[src/rtl/alu_exec.sv]
// Multi-cycle ALU execution unit: single-cycle logic/arith ops plus an
// 8-iteration shift-add multiplier, with a registered write-back stage.
module alu_exec #(
    parameter int DATA_WIDTH = 8,
    parameter int ADDR_WIDTH = 5
) (
    input  logic                  i_CLK,
    input  logic                  i_RSTn,
    input  logic                  i_valid,
    output logic                  o_ready,
    input  logic [3:0]            i_op,
    input  logic [ADDR_WIDTH-1:0] i_rd,
    input  logic [DATA_WIDTH-1:0] i_a,
    input  logic [DATA_WIDTH-1:0] i_b,
    output logic [ADDR_WIDTH-1:0] o_wb_reg,
    output logic [DATA_WIDTH-1:0] o_wb_data,
    output logic                  o_done,
    output logic                  o_zero,
    output logic                  o_carry
);

    localparam logic [3:0] OP_ADD  = 4'd0;
    localparam logic [3:0] OP_SUB  = 4'd1;
    localparam logic [3:0] OP_AND  = 4'd2;
    localparam logic [3:0] OP_OR   = 4'd3;
    localparam logic [3:0] OP_XOR  = 4'd4;
    localparam logic [3:0] OP_SHL  = 4'd5;
    localparam logic [3:0] OP_SHR  = 4'd6;
    localparam logic [3:0] OP_MUL  = 4'd7;
    localparam logic [3:0] OP_PASS = 4'd8;
    localparam logic [3:0] ITERS   = 4'(DATA_WIDTH);

    typedef enum logic [1:0] {
        S_IDLE = 2'd0,
        S_EXEC = 2'd1,
        S_WB   = 2'd2
    } state_t;

    state_t                  state_q, state_d;
    logic [ADDR_WIDTH-1:0]   rd_q, rd_d;
    logic [DATA_WIDTH-1:0]   a_q, a_d;
    logic [DATA_WIDTH-1:0]   b_q, b_d;
    logic [2*DATA_WIDTH-1:0] acc_q, acc_d;
    logic [3:0]              cnt_q, cnt_d;
    logic [DATA_WIDTH-1:0]   result_q, result_d;
    logic                    nop_q, nop_d;
    logic                    zero_q, zero_d;
    logic                    carry_q, carry_d;

    logic [DATA_WIDTH:0]     sum_w;
    logic [DATA_WIDTH:0]     diff_w;
    logic [DATA_WIDTH-1:0]   alu_res;
    logic                    alu_carry;
    logic                    accept;

    assign sum_w  = {1'b0, i_a} + {1'b0, i_b};
    assign diff_w = {1'b0, i_a} - {1'b0, i_b};
    assign accept = i_valid && (state_q == S_IDLE);

    // Single-cycle datapath works straight off the operand ports at accept.
    always_comb begin
        alu_res   = '0;
        alu_carry = 1'b0;
        case (i_op)
            OP_ADD:  begin alu_res = sum_w[DATA_WIDTH-1:0];  alu_carry = sum_w[DATA_WIDTH];  end
            OP_SUB:  begin alu_res = diff_w[DATA_WIDTH-1:0]; alu_carry = diff_w[DATA_WIDTH]; end
            OP_AND:  alu_res = i_a & i_b;
            OP_OR:   alu_res = i_a | i_b;
            OP_XOR:  alu_res = i_a ^ i_b;
            OP_SHL:  begin alu_res = i_a << 1; alu_carry = i_a[DATA_WIDTH-1]; end
            OP_SHR:  begin alu_res = i_a >> 1; alu_carry = i_a[0]; end
            OP_PASS: alu_res = i_a;
            default: ;
        endcase
    end

    always_comb begin
        state_d  = state_q;
        rd_d     = rd_q;
        a_d      = a_q;
        b_d      = b_q;
        acc_d    = acc_q;
        cnt_d    = cnt_q;
        result_d = result_q;
        nop_d    = nop_q;
        zero_d   = zero_q;
        carry_d  = carry_q;
        case (state_q)
            S_IDLE: begin
                if (accept) begin
                    rd_d  = i_rd;
                    a_d   = i_a;
                    b_d   = i_b;
                    acc_d = '0;
                    cnt_d = '0;
                    if (i_op == OP_MUL) begin
                        state_d = S_EXEC;
                    end else begin
                        state_d  = S_WB;
                        result_d = alu_res;
                        nop_d    = (i_op > OP_PASS);
                        if (i_op <= OP_PASS) begin
                            zero_d  = (alu_res == '0);
                            carry_d = alu_carry;
                        end
                    end
                end
            end
            S_EXEC: begin
                if (cnt_q == ITERS) begin
                    state_d  = S_WB;
                    result_d = acc_q[DATA_WIDTH-1:0];
                    nop_d    = 1'b0;
                    zero_d   = (acc_q[DATA_WIDTH-1:0] == '0);
                    carry_d  = |acc_q[2*DATA_WIDTH-1:DATA_WIDTH];
                end else begin
                    // Multiplier consumed LSB-first; b shifts down, a is weighted by the count.
                    if (b_q[0]) begin
                        acc_d = acc_q + ({{DATA_WIDTH{1'b0}}, a_q} << cnt_q);
                    end
                    b_d   = b_q >> 1;
                    cnt_d = cnt_q + 4'd1;
                end
            end
            S_WB: begin
                state_d = S_IDLE;
            end
            default: begin
                state_d = S_IDLE;
            end
        endcase
    end

    always_ff @(posedge i_CLK or negedge i_RSTn) begin
        if (!i_RSTn) begin
            state_q  <= S_IDLE;
            rd_q     <= '0;
            a_q      <= '0;
            b_q      <= '0;
            acc_q    <= '0;
            cnt_q    <= '0;
            result_q <= '0;
            nop_q    <= 1'b0;
            zero_q   <= 1'b0;
            carry_q  <= 1'b0;
        end else begin
            state_q  <= state_d;
            rd_q     <= rd_d;
            a_q      <= a_d;
            b_q      <= b_d;
            acc_q    <= acc_d;
            cnt_q    <= cnt_d;
            result_q <= result_d;
            nop_q    <= nop_d;
            zero_q   <= zero_d;
            carry_q  <= carry_d;
        end
    end

    assign o_ready   = (state_q == S_IDLE);
    assign o_done    = (state_q == S_WB);
    assign o_wb_reg  = (state_q == S_WB && !nop_q) ? rd_q : '0;
    assign o_wb_data = (state_q == S_WB) ? result_q : '0;
    assign o_zero    = zero_q;
    assign o_carry   = carry_q;

endmodule

[config.mk]
export PLATFORM = sky130hd
export DESIGN_NAME = alu_exec
export DESIGN_NICKNAME = d
export VERILOG_FILES = /design/src/rtl/alu_exec.sv
export SDC_FILE = /design/constraint.sdc
export NUM_CORES = 1
export LEC_CHECK = 0
export BUFFER_PORTS_ARGS = -buffer_cell sky130_fd_sc_hd__buf_2
export CORE_MARGIN = 2
export CORE_UTILIZATION = 35
export CTS_CLUSTER_SIZE = 20
export DETAILED_ROUTE_END_ITERATION = 7
export PLACE_DENSITY_LB_ADDON = 0.12
export SYNTH_ARGS = -nofsm -noshare
export SYNTH_HDL_FRONTEND = slang
export SYNTH_SLANG_ARGS = --single-unit
[constraint.sdc]
create_clock -name i_CLK -period 4.6 [get_ports i_CLK]
set_input_delay 0.69 -clock i_CLK [delete_from_list [all_inputs] [get_ports i_CLK]]
set_output_delay 0.69 -clock i_CLK [all_outputs]
set_load 0.02 [all_outputs]
==> flow_summary.ini, run 1 <==
[worst_setup_path]
rr_endpoint = acc_q[12]
slack_of_the_worst_reg_to_reg_path_ps = 1010
critical-path-slowest-cell = sky130_fd_sc_hd__dfrtp_1
r2r-start = cnt_q[0]
top_fanout_value_on_the_critical_path = 13
crit_arrival_ps = 3780
required_ps = 4790
ff2ff_path_depth = 12
path_cells = clkinv_1, nand3_1, nor3_1, ha_1, fa_1, a21o_1, a21oi_1, nor2b_1, o41ai_2, o211a_1, a2111oi_0, or3_1
worstSetupEndpointType = flop
cp_top_family = compound AO/OA/AOI/OAI gates
worst_path_largest_cell_delay_ps = 600
worstSetupPathType = reg -> reg
start_kind = flop
buffering_stage_count_on_the_worst_path_with_inverters_included = 1

[synth]
synth_area_um2 = 5020
ys_ff_latch = 54
yosys.area_share.simple = 0.239
synthArstFlopShare = 1.00
postSynthNetCount = 700
combinational_family_with_the_most_area_after_synthesis = compound AO/OA/AOI/OAI gates
yosysWarningCount = 0
area_share_of_xor_xnor_cells_in_the_synthesized_design = 0.0227
number_of_different_library_cells_in_the_post_synthesis_netlist = 71
post-synth-top-area-fraction = 0.269
synthAdderAreaFrac = 0.117
synth.yosys.seq_area_share = 0.269
yosysTopAreaCell = sky130_fd_sc_hd__dfrtp_1
synth_compound_gate_area_share = 0.242
syn_inst = 627
multiplexer_fraction_of_the_synthesized_cell_area = 0.0559
synth_ff_type = sky130_fd_sc_hd__dfrtp_1
synth-edff-count = 0
synth.avg_cell_area_um2 = 8.00
synth.area.top_cells = sky130_fd_sc_hd__dfrtp_1 (27%), sky130_fd_sc_hd__ha_1 (10%), sky130_fd_sc_hd__o21ai_0 (5.2%)

[clock_tree]
clock-root-buffer = sky130_fd_sc_hd__clkbuf_16
tritoncts.num_buffers = 5
ctsLongestPathBuffers = 2
ctsHoldBuffers = 0
cts_sinks = 54
cts.htree.levels = 2
worstSkewPairLatency_ps = 300
post_cts.resized_instances = 0
cts_setup_buffers = 0
cts_tree = built
clk_pin_slew_worst_paths_ps = 70

[final_layout]
drive_above_1_share = 0.116
final_cell_count_no_fill = 833
post_layout_nets = 725
syn2layout_area_growth_pct = 9.78
antennaDiodeCount = 0

[timing]
setup-violations-final = 0
setup_repair_after_global_routing_missed_its_margin = no
maxSlewHeadroom = 0.394
timing_hold_violations_final = 0
achievable-frequency_ghz = 0.278
drv_slew = 0
setup-tns-final_ps = 0
tightestPinTransition_ps = 906
finalCriticalPeriod_ps = 3590
holdWs_ps = 468
final_worst_path_cycle_share = 0.781
clock-skew-final_ps = 4.64

[floorplan]
die_w_um = 124
number_of_placement_rows = 43
initial_utilization = 0.360
die_h_um = 124
core_area_um2 = 13900
num_io_pins = 45
design.die.area_um2 = 15300

[routing]
avgRoutedWirePerCell_um = 17.0
route.detailed.vias_per_inst = 5.55
route.vias.total = 4619
postRouteAntennaNets = 0
routed_wirelength_mm = 14.2
drt_drc_violations_left = 0
drt_pass1_iterations = 5
drt_iter0_drc = 387

[grt]
grt_antenna_before_repair = 0
wire_length_of_the_first_global_routing_pass_mm = 23.5
first_global_vias = 4404
grt.overflow.total = 0
grt_start_max_net_pins = 55
gr-usage-all-layers = 0.198

[place]
routabilityCongestion = 0.940
placed_cells = 825
place_hpwl_mm = 11.0
buffer_ports.inserted = 44

[flow_run]
max_cap_viol_count = 0

[hold_path]
timing.hold.worst_endpoint = rd_q[2]
hold_depth = 2
holdCritStartpoint = rd_q[2]
hold_path.class = reg -> reg

[power_and_ir_drop]
power_per_cell_area_nw_per_um2 = 273
static-leakage-power_nw = 2.57
peakVddDrop_uv = 139

[status]
run_status = finished clean
## routing by layer
layer | track usage | wire (um) | vias to the layer above
met5 | 0 | 0 | -
met4 | 0.0575 | 298 | 0
met3 | 0.0302 | 553 | 18
met2 | 0.319 | 6570 | 113
met1 | 0.273 | 6750 | 2172
li1 | - | - | 2316
## state kept, by name, indices dropped and copies added (netlist names)
signal	count
b_q	8
state_q	2
rd_q	5
acc_q	16
nop_q	1
a_q	8
result_q	8
o_carry	1
cnt_q	4
o_zero	1
## cells in the final DEF (no fill, tap or decap), types with 3 or more instances in the layout
cell / instances
sky130_fd_sc_hd__a21oi_1: 43
sky130_fd_sc_hd__nor3_1: 16
sky130_fd_sc_hd__nor4_1: 6
sky130_fd_sc_hd__buf_4: 7
sky130_fd_sc_hd__o31ai_1: 6
sky130_fd_sc_hd__and3_1: 4
sky130_fd_sc_hd__fa_1: 3
sky130_fd_sc_hd__nand2_1: 69
sky130_fd_sc_hd__nand3_1: 29
sky130_fd_sc_hd__clkbuf_16: 5
sky130_fd_sc_hd__mux2_2: 6
sky130_fd_sc_hd__a31oi_1: 7
sky130_fd_sc_hd__nand3b_1: 7
sky130_fd_sc_hd__a22oi_1: 8
sky130_fd_sc_hd__buf_2: 44
sky130_fd_sc_hd__nand2b_1: 9
sky130_fd_sc_hd__ha_1: 42
sky130_fd_sc_hd__nor2b_1: 15
sky130_fd_sc_hd__o22ai_1: 8
sky130_fd_sc_hd__dfrtp_1: 54
sky130_fd_sc_hd__a21o_1: 12
sky130_fd_sc_hd__xnor2_1: 4
sky130_fd_sc_hd__inv_1: 30
sky130_fd_sc_hd__o21ai_0: 52
sky130_fd_sc_hd__a211oi_1: 10
sky130_fd_sc_hd__o21bai_1: 4
sky130_fd_sc_hd__nor3b_1: 4
sky130_fd_sc_hd__mux2i_1: 19
sky130_fd_sc_hd__nor2_1: 52
sky130_fd_sc_hd__xor2_1: 9
sky130_fd_sc_hd__and2_1: 15
sky130_fd_sc_hd__a221oi_1: 3
## cells in the mapped netlist, drive strengths merged, types with 4 or more instances
cell	instances
a21o	12
a31oi	7
a2111oi	4
nor4	7
and2	16
nand3	29
xor2	9
mux2	6
nand2	69
ha	42
nand2b	9
clkbuf	18
a21oi	43
inv	30
a22oi	8
o22ai	8
nor3b	4
nor2b	15
buf	15
nor3	16
o21ai	52
nor2	52
o31ai	6
o21bai	4
mux2i	19
and3	4
nand3b	7
xnor2	4
dfrtp	54
a211oi	10
## power by group
group / leakage (nW) / switching (mW) / total [mW] / internal [mW]
combinational: 1.80 / 0.318 / 0.517 / 0.199
clock: 0.0704 / 0.188 / 0.393 / 0.205
sequential: 0.697 / 0.0512 / 0.593 / 0.542
total: 2.57 / 0.557 / 1.50 / 0.946
## metrics by stage
stage | worst slack [ps] | instance area (um^2) | power [mW] | utilization
floorplan | 1430 | 5020 | 0.963 | -
global placement | 1140 | 5360 | 1.11 | 0.384
detailed placement | 1030 | 5360 | 1.12 | 0.384
CTS | 1010 | 5510 | 1.52 | 0.395
global route | 648 | 5510 | 1.62 | 0.395
finish | 1010 | 5510 | 1.50 | 0.395
## area by class of cell
class | count | area [um^2]
fillers | 1436 | 8430
clock buffers | 5 | 125
well taps | 180 | 225
multi-input cells | 509 | 3390
flip-flops and latches | 54 | 1350
repair buffers | 51 | 273
clock inverters | 3 | 25.0
inverters | 31 | 116
## cells by family after synthesis
family | after synthesis
multiplexers | 26
XOR/XNOR | 13
flip-flops | 54
buffers and inverters | 64
AND/OR/NAND/NOR | 240
AO/OA/AOI/OAI | 185
adder cells (fa/ha/maj) | 45
## worst min-delay path, stage by stage, from the launching register on
cell and delay (ps):
sky130_fd_sc_hd__dfrtp_1 340, sky130_fd_sc_hd__nand2_1 50, sky130_fd_sc_hd__nand2_1 50
## worst max path at each step
stage	from	end	slack [ps]	cells after the start
finish	cnt_q[0]	acc_q[12]	1010	12
global route	cnt_q[1]	acc_q[12]	650	12
CTS	cnt_q[0]	acc_q[12]	1010	12
detailed placement	cnt_q[0]	acc_q[12]	1030	12
global placement	cnt_q[1]	acc_q[12]	1140	12
floorplan	cnt_q[0]	acc_q[12]	1430	12
No activity file was read; power rests on OpenSTA's default activity.
==> inputs of run 2 (changes only) <==
==> constraint.sdc (replaced) <==
create_clock -name i_CLK -period 2.9 [get_ports i_CLK]
set_input_delay 0.435 -clock i_CLK [delete_from_list [all_inputs] [get_ports i_CLK]]
set_output_delay 0.435 -clock i_CLK [all_outputs]
set_load 0.02 [all_outputs]
==> run 2 against run 1 <==
  * The run now ends with setup timing left
  * Total power is 77% higher
  * Critical path depth is 1 lower
  * Clock-buffer cell count stayed put
  * Combinational power is 110% higher
  * Worst setup slack worse by 1100 ps
  * Largest cell class unchanged
==> flow_summary.ini, run 2 (same netlist as run 1, synthesis figures left out) <==
[routing]
postRouteAntennaNets = 0
drt_drc_violations_left = 0
drt_iter0_drc = 289
route.vias.total = 5046
routed_wirelength_mm = 15.5
avgRoutedWirePerCell_um = 16.8
route.detailed.vias_per_inst = 5.47
drt_pass1_iterations = 5

[clock_tree]
cts.htree.levels = 2
tritoncts.num_buffers = 5
cts_sinks = 54
cts_tree = built
clk_pin_slew_worst_paths_ps = 80
clock-root-buffer = sky130_fd_sc_hd__clkbuf_16
ctsLongestPathBuffers = 2
worstSkewPairLatency_ps = 310
ctsHoldBuffers = 0

[place]
routabilityCongestion = 0.931
preCtsSetupSlack_ps = -149
place_hpwl_mm = 12.0
dpl_cell_area_um2 = 6000
buffer_ports.inserted = 44

[timing]
finalCriticalPeriod_ps = 3040
maxSlewHeadroom = 0.471
holdWs_ps = 249
clock-skew-final_ps = 11.2
setup-tns-final_ps = -403
drv_slew = 0
setup_repair_after_global_routing_missed_its_margin = yes
achievable-frequency_ghz = 0.329
final_critical_path_setup_slack_ps = -136
timing_hold_violations_final = 0
final_worst_path_cycle_share = 1.05
tightestPinTransition_ps = 791
setup-violations-final = 4

[status]
run_status = complete, but fails checks
violations = setup timing

[floorplan]
num_io_pins = 45
die_w_um = 124
die_h_um = 124
initial_utilization = 0.360
number_of_placement_rows = 43
design.die.area_um2 = 15300
core_area_um2 = 13900

[worst_setup_path]
slack_of_the_worst_reg_to_reg_path_ps = -140
r2r-start = cnt_q[0]
required_ps = 3090
ff2ff_path_depth = 11
top_fanout_value_on_the_critical_path = 4
worstSetupEndpointType = flop
cp-startpoint = cnt_q[0]
start_kind = flop
crit_arrival_ps = 3230
critical_path.endpoint = acc_q[12]
worstSetupPathType = reg -> reg
rr_endpoint = acc_q[12]

[power_and_ir_drop]
power_per_cell_area_nw_per_um2 = 417
peakVddDrop_uv = 263
switching_power_uw = 973
power_frac_clock = 0.238
combinationalPowerShare = 0.407
proportion_of_power_drawn_by_flip_flops_and_latches = 0.355
static-leakage-power_nw = 3.05
intPower_mw = 1.68
p_sw_frac = 0.367

[final_layout]
layout_commonest_cell = sky130_fd_sc_hd__buf_4
layout.cell_area.non_filler_um2 = 6360
syn2layout_area_growth_pct = 26.8
final.fill_count = 1397
mostFrequentLayoutCells = sky130_fd_sc_hd__buf_4 (94), sky130_fd_sc_hd__nand2_1 (67), sky130_fd_sc_hd__nor2_1 (52), sky130_fd_sc_hd__dfrtp_1 (51), sky130_fd_sc_hd__o21ai_0 (45)
drive_above_1_share = 0.267
antennaDiodeCount = 0
regMostFlops = acc_q
post_layout_nets = 814
largest_register_ffs = 16

[grt]
gr-usage-all-layers = 0.208
grt_start_max_net_pins = 55
grt_antenna_before_repair = 0
first_global_vias = 4896
grt.overflow.total = 0
wire_length_of_the_first_global_routing_pass_mm = 25.0

[hold_path]
hold_path.class = in -> async

[flow_run]
max_cap_viol_count = 0
==> run 2: final cells by class <==
class,instances,area [um^2],share of cell area
Clock buffer,5,125,0.0197
Inverter,31,119,0.0187
Tap cell,180,225,0.0354
Sequential cell,54,1360,0.213
Timing Repair Buffer,140,948,0.149
Clock inverter,3,26.3,0.00413
Multi-Input combinational cell,509,3560,0.560
==> run 2: what timing repair did <==
| item | 4_1_cts | 5_1_grt |
|---|---|---|
| buffers inserted | 5 | 4 |
| resized for setup | 15 | 29 |
| pin swaps | 9 | 21 |
| setup endpoints to repair | 6 | 9 |
==> run 2: power groups by stage <==
stage	Combinational, mW	Sequential (mW)	Clock (mW)
floorplan	0.609	0.934	0
global route	1.19	0.958	0.690
detailed placement	0.993	0.951	0
CTS	1.02	0.938	0.660
finish	1.08	0.941	0.632
global placement	0.980	0.947	0
==> run 2: routing by layer <==
layer  GRT usage  share of wire  vias up  routed length, um
met5           0              0        -                  0
met4      0.0547          0.015        0                235
met3      0.0307          0.037       19                574
met2       0.349           0.48      120               7470
met1       0.278           0.47     2424               7240
li1            -              -     2483                  -
==> run 2: worst max-delay path: stages, from the launching register on <==
cell	delay, ps
sky130_fd_sc_hd__dfrtp_2	440
sky130_fd_sc_hd__mux4_2	560
sky130_fd_sc_hd__nand2_2	90
sky130_fd_sc_hd__o21ai_2	70
sky130_fd_sc_hd__nor2b_4	150
sky130_fd_sc_hd__ha_4	240
sky130_fd_sc_hd__a21o_1	210
sky130_fd_sc_hd__o32a_1	360
sky130_fd_sc_hd__o41ai_2	70
sky130_fd_sc_hd__o211a_1	280
sky130_fd_sc_hd__a2111oi_2	80
sky130_fd_sc_hd__or3_1	380
==> run 2: how the worst min path moves through the flow <==
stage | from | endpoint
after floorplan | i_RSTn | a_q[0]
after global placement | rd_q[2] | rd_q[2]
after detailed placement | rd_q[0] | rd_q[0]
after CTS | i_RSTn | result_q[2]
after global routing | i_RSTn | result_q[3]
final | i_RSTn | result_q[2]
==> run 2: stage by stage <==
| step | utilization | power, mW | cells |
|---|---|---|---|
| 2_1_floorplan | - | 1.54 | 627 |
| 6_report | 0.456 | 2.65 | 922 |
| 3_3_place_gp | 0.431 | 1.93 | 907 |
| 3_5_place_dp | 0.431 | 1.94 | 907 |
| 5_1_grt | 0.456 | 2.84 | 922 |
| 4_1_cts | 0.448 | 2.62 | 920 |
==> inputs of run 3 (changes only) <==
--- a/config.mk
+++ b/config.mk
@@ -8,6 +8,7 @@
 export BUFFER_PORTS_ARGS = -buffer_cell sky130_fd_sc_hd__buf_2
 export CORE_MARGIN = 2
 export CORE_UTILIZATION = 35
+export CTS_BUF_LIST = sky130_fd_sc_hd__clkbuf_8
 export CTS_CLUSTER_SIZE = 20
 export DETAILED_ROUTE_END_ITERATION = 7
 export PLACE_DENSITY_LB_ADDON = 0.12
==> constraint.sdc (replaced) <==
create_clock -name i_CLK -period 2.95 [get_ports i_CLK]
set_input_delay 0.4425 -clock i_CLK [delete_from_list [all_inputs] [get_ports i_CLK]]
set_output_delay 0.4425 -clock i_CLK [all_outputs]
set_load 0.02 [all_outputs]
==> run 3 against run 2 <==
  * Largest cell class unchanged
  * Clock skew grew 1.5 ps
  * Clock power shrank 29%
  * Design area shrank 1.2%
  * The run still ends with setup timing left
==> flow_summary.ini, run 3 (same netlist as run 1, synthesis figures left out) <==
[grt]
grt_antenna_before_repair = 0
gr-usage-all-layers = 0.207
grt.overflow.total = 0
met1_usage = 0.280
grtUsageMet2 = 0.347
grt_start_max_net_pins = 40
first_global_vias = 4751
grt_util_met3 = 0.0261
wire_length_of_the_first_global_routing_pass_mm = 24.6
global_route.peak_usage_layer = met2

[power_and_ir_drop]
peakVddDrop_uv = 287
static-leakage-power_nw = 2.99
total_power_mw = 2.47
power_per_cell_area_nw_per_um2 = 393

[routing]
postRouteAntennaNets = 0
routed_wirelength_mm = 15.2
route.detailed.vias_per_inst = 5.41
drt_pass1_iterations = 5
drt_iter0_drc = 321
drt_drc_violations_left = 0
avgRoutedWirePerCell_um = 16.6
route.vias.total = 4961

[clock_tree]
cts_tree = built
cts_sinks = 54
ctsLongestPathBuffers = 2
clock-root-buffer = sky130_fd_sc_hd__clkbuf_8
clk_pin_slew_worst_paths_ps = 100
worstSkewPairLatency_ps = 340
tritoncts.num_buffers = 5
cts.htree.levels = 2

[final_layout]
regMostFlops = acc_q
layout_commonest_cell = sky130_fd_sc_hd__buf_4
mostFrequentLayoutCells = sky130_fd_sc_hd__buf_4 (88), sky130_fd_sc_hd__nand2_1 (67), sky130_fd_sc_hd__nor2_1 (52), sky130_fd_sc_hd__dfrtp_1 (51), sky130_fd_sc_hd__buf_2 (44)
antennaDiodeCount = 0
post_layout_nets = 809
syn2layout_area_growth_pct = 25.3
drive_above_1_share = 0.261
largest_register_ffs = 16

[timing]
finalCriticalPeriod_ps = 3010
setup_repair_after_global_routing_missed_its_margin = yes
maxSlewHeadroom = 0.483
tightestPinTransition_ps = 775
clock-skew-final_ps = 12.7
final_critical_path_setup_slack_ps = -58.3
final_worst_path_cycle_share = 1.02
achievable-frequency_ghz = 0.332
setup-violations-final = 2
setup-tns-final_ps = -71.6
drv_slew = 0
timing_hold_violations_final = 0

[worst_setup_path]
top_fanout_value_on_the_critical_path = 7
crit_arrival_ps = 3240
worstSetupEndpointType = flop
worst_path_largest_cell_delay_ps = 460
path_cells = mux2i_2, nor2_1, a31oi_2, buf_4, mux2i_1, nor2b_4, ha_4, a21o_1, o32a_1, o41ai_4, o211a_1, a2111oi_2, or3_1
start_kind = flop
required_ps = 3180
critical-path-slowest-cell = sky130_fd_sc_hd__dfrtp_2
buffering_stage_count_on_the_worst_path_with_inverters_included = 1
cp_top_family = compound AO/OA/AOI/OAI gates
worstSetupPathType = reg -> reg

[floorplan]
die_h_um = 124
die_w_um = 124
num_io_pins = 45
initial_utilization = 0.360
design.die.area_um2 = 15300
core_area_um2 = 13900
number_of_placement_rows = 43

[place]
routabilityCongestion = 0.936
preCtsSetupSlack_ps = -184
place_hpwl_mm = 11.9
buffer_ports.inserted = 44

[status]
violations = setup timing
run_status = complete, but fails checks

[hold_path]
hold_path.class = in -> async

[flow_run]
max_cap_viol_count = 0
run 3: routing by layer:
metal	up-vias	routed length, um
met5	-	0
met4	0	245
met3	13	548
met2	93	7270
met1	2371	7160
li1	2484	-
run 3: path summary, 6_finish.rpt:
kind / cells past startpoint / startpoint / endpoint / slack [ps]
max: 13 / cnt_q[1] / acc_q[12] / -60
min: 1 / i_RSTn / acc_q[1] / 180
max reg2reg: 13 / cnt_q[1] / acc_q[12] / -60
min reg2reg: 2 / rd_q[3] / rd_q[3] / 470
max in group asynchronous: 2 / i_RSTn / cnt_q[0] / 2050
min in group i_CLK: 3 / i_rd[1] / rd_q[1] / 300
run 3: layout make-up:
type                            count  area [um^2]
Sequential cell                    54         1360
Multi-Input combinational cell    509         3580
Clock inverter                      2         8.76
Timing Repair Buffer              135          915
Tap cell                          180          225
Clock buffer                        6         82.6
Fill cell                        1359         7650
Inverter                           31          116
run 3: stage by stage:
stage          cells  hold WS (ps)  instance area (um^2)  utilization
6_report         917           178                  6290        0.451
2_1_floorplan    627           147                  5040            -
4_1_cts          913           198                  6070        0.436
5_1_grt          917           223                  6290        0.451
3_3_place_gp     900           449                  5930        0.425
3_5_place_dp     900           458                  5930        0.425
run 3: timing repair:
item                                    in CTS  in global routing
pin swaps                                    9                 21
hold buffers                                 0                  0
setup buffers                                5                  4
resized for setup                            8                 45
endpoints found under the setup margin       6                  9
run 3: worst register-to-register path, stage by stage, from the launching register on:
cell and delay [ps]:
sky130_fd_sc_hd__dfrtp_2 460, sky130_fd_sc_hd__mux2i_2 270, sky130_fd_sc_hd__nor2_1 90, sky130_fd_sc_hd__a31oi_2 200, sky130_fd_sc_hd__buf_4 150, sky130_fd_sc_hd__mux2i_1 80, sky130_fd_sc_hd__nor2b_4 160, sky130_fd_sc_hd__ha_4 160
sky130_fd_sc_hd__a21o_1 220, sky130_fd_sc_hd__o32a_1 340, sky130_fd_sc_hd__o41ai_4 70, sky130_fd_sc_hd__o211a_1 260, sky130_fd_sc_hd__a2111oi_2 80, sky130_fd_sc_hd__or3_1 360
run 3: power breakdown:
part           leakage, nW  internal, mW  switching, mW
Clock               0.0524         0.187          0.263
Sequential           0.693         0.845         0.0805
Combinational         2.25         0.513          0.582
Total                 2.99          1.55          0.925
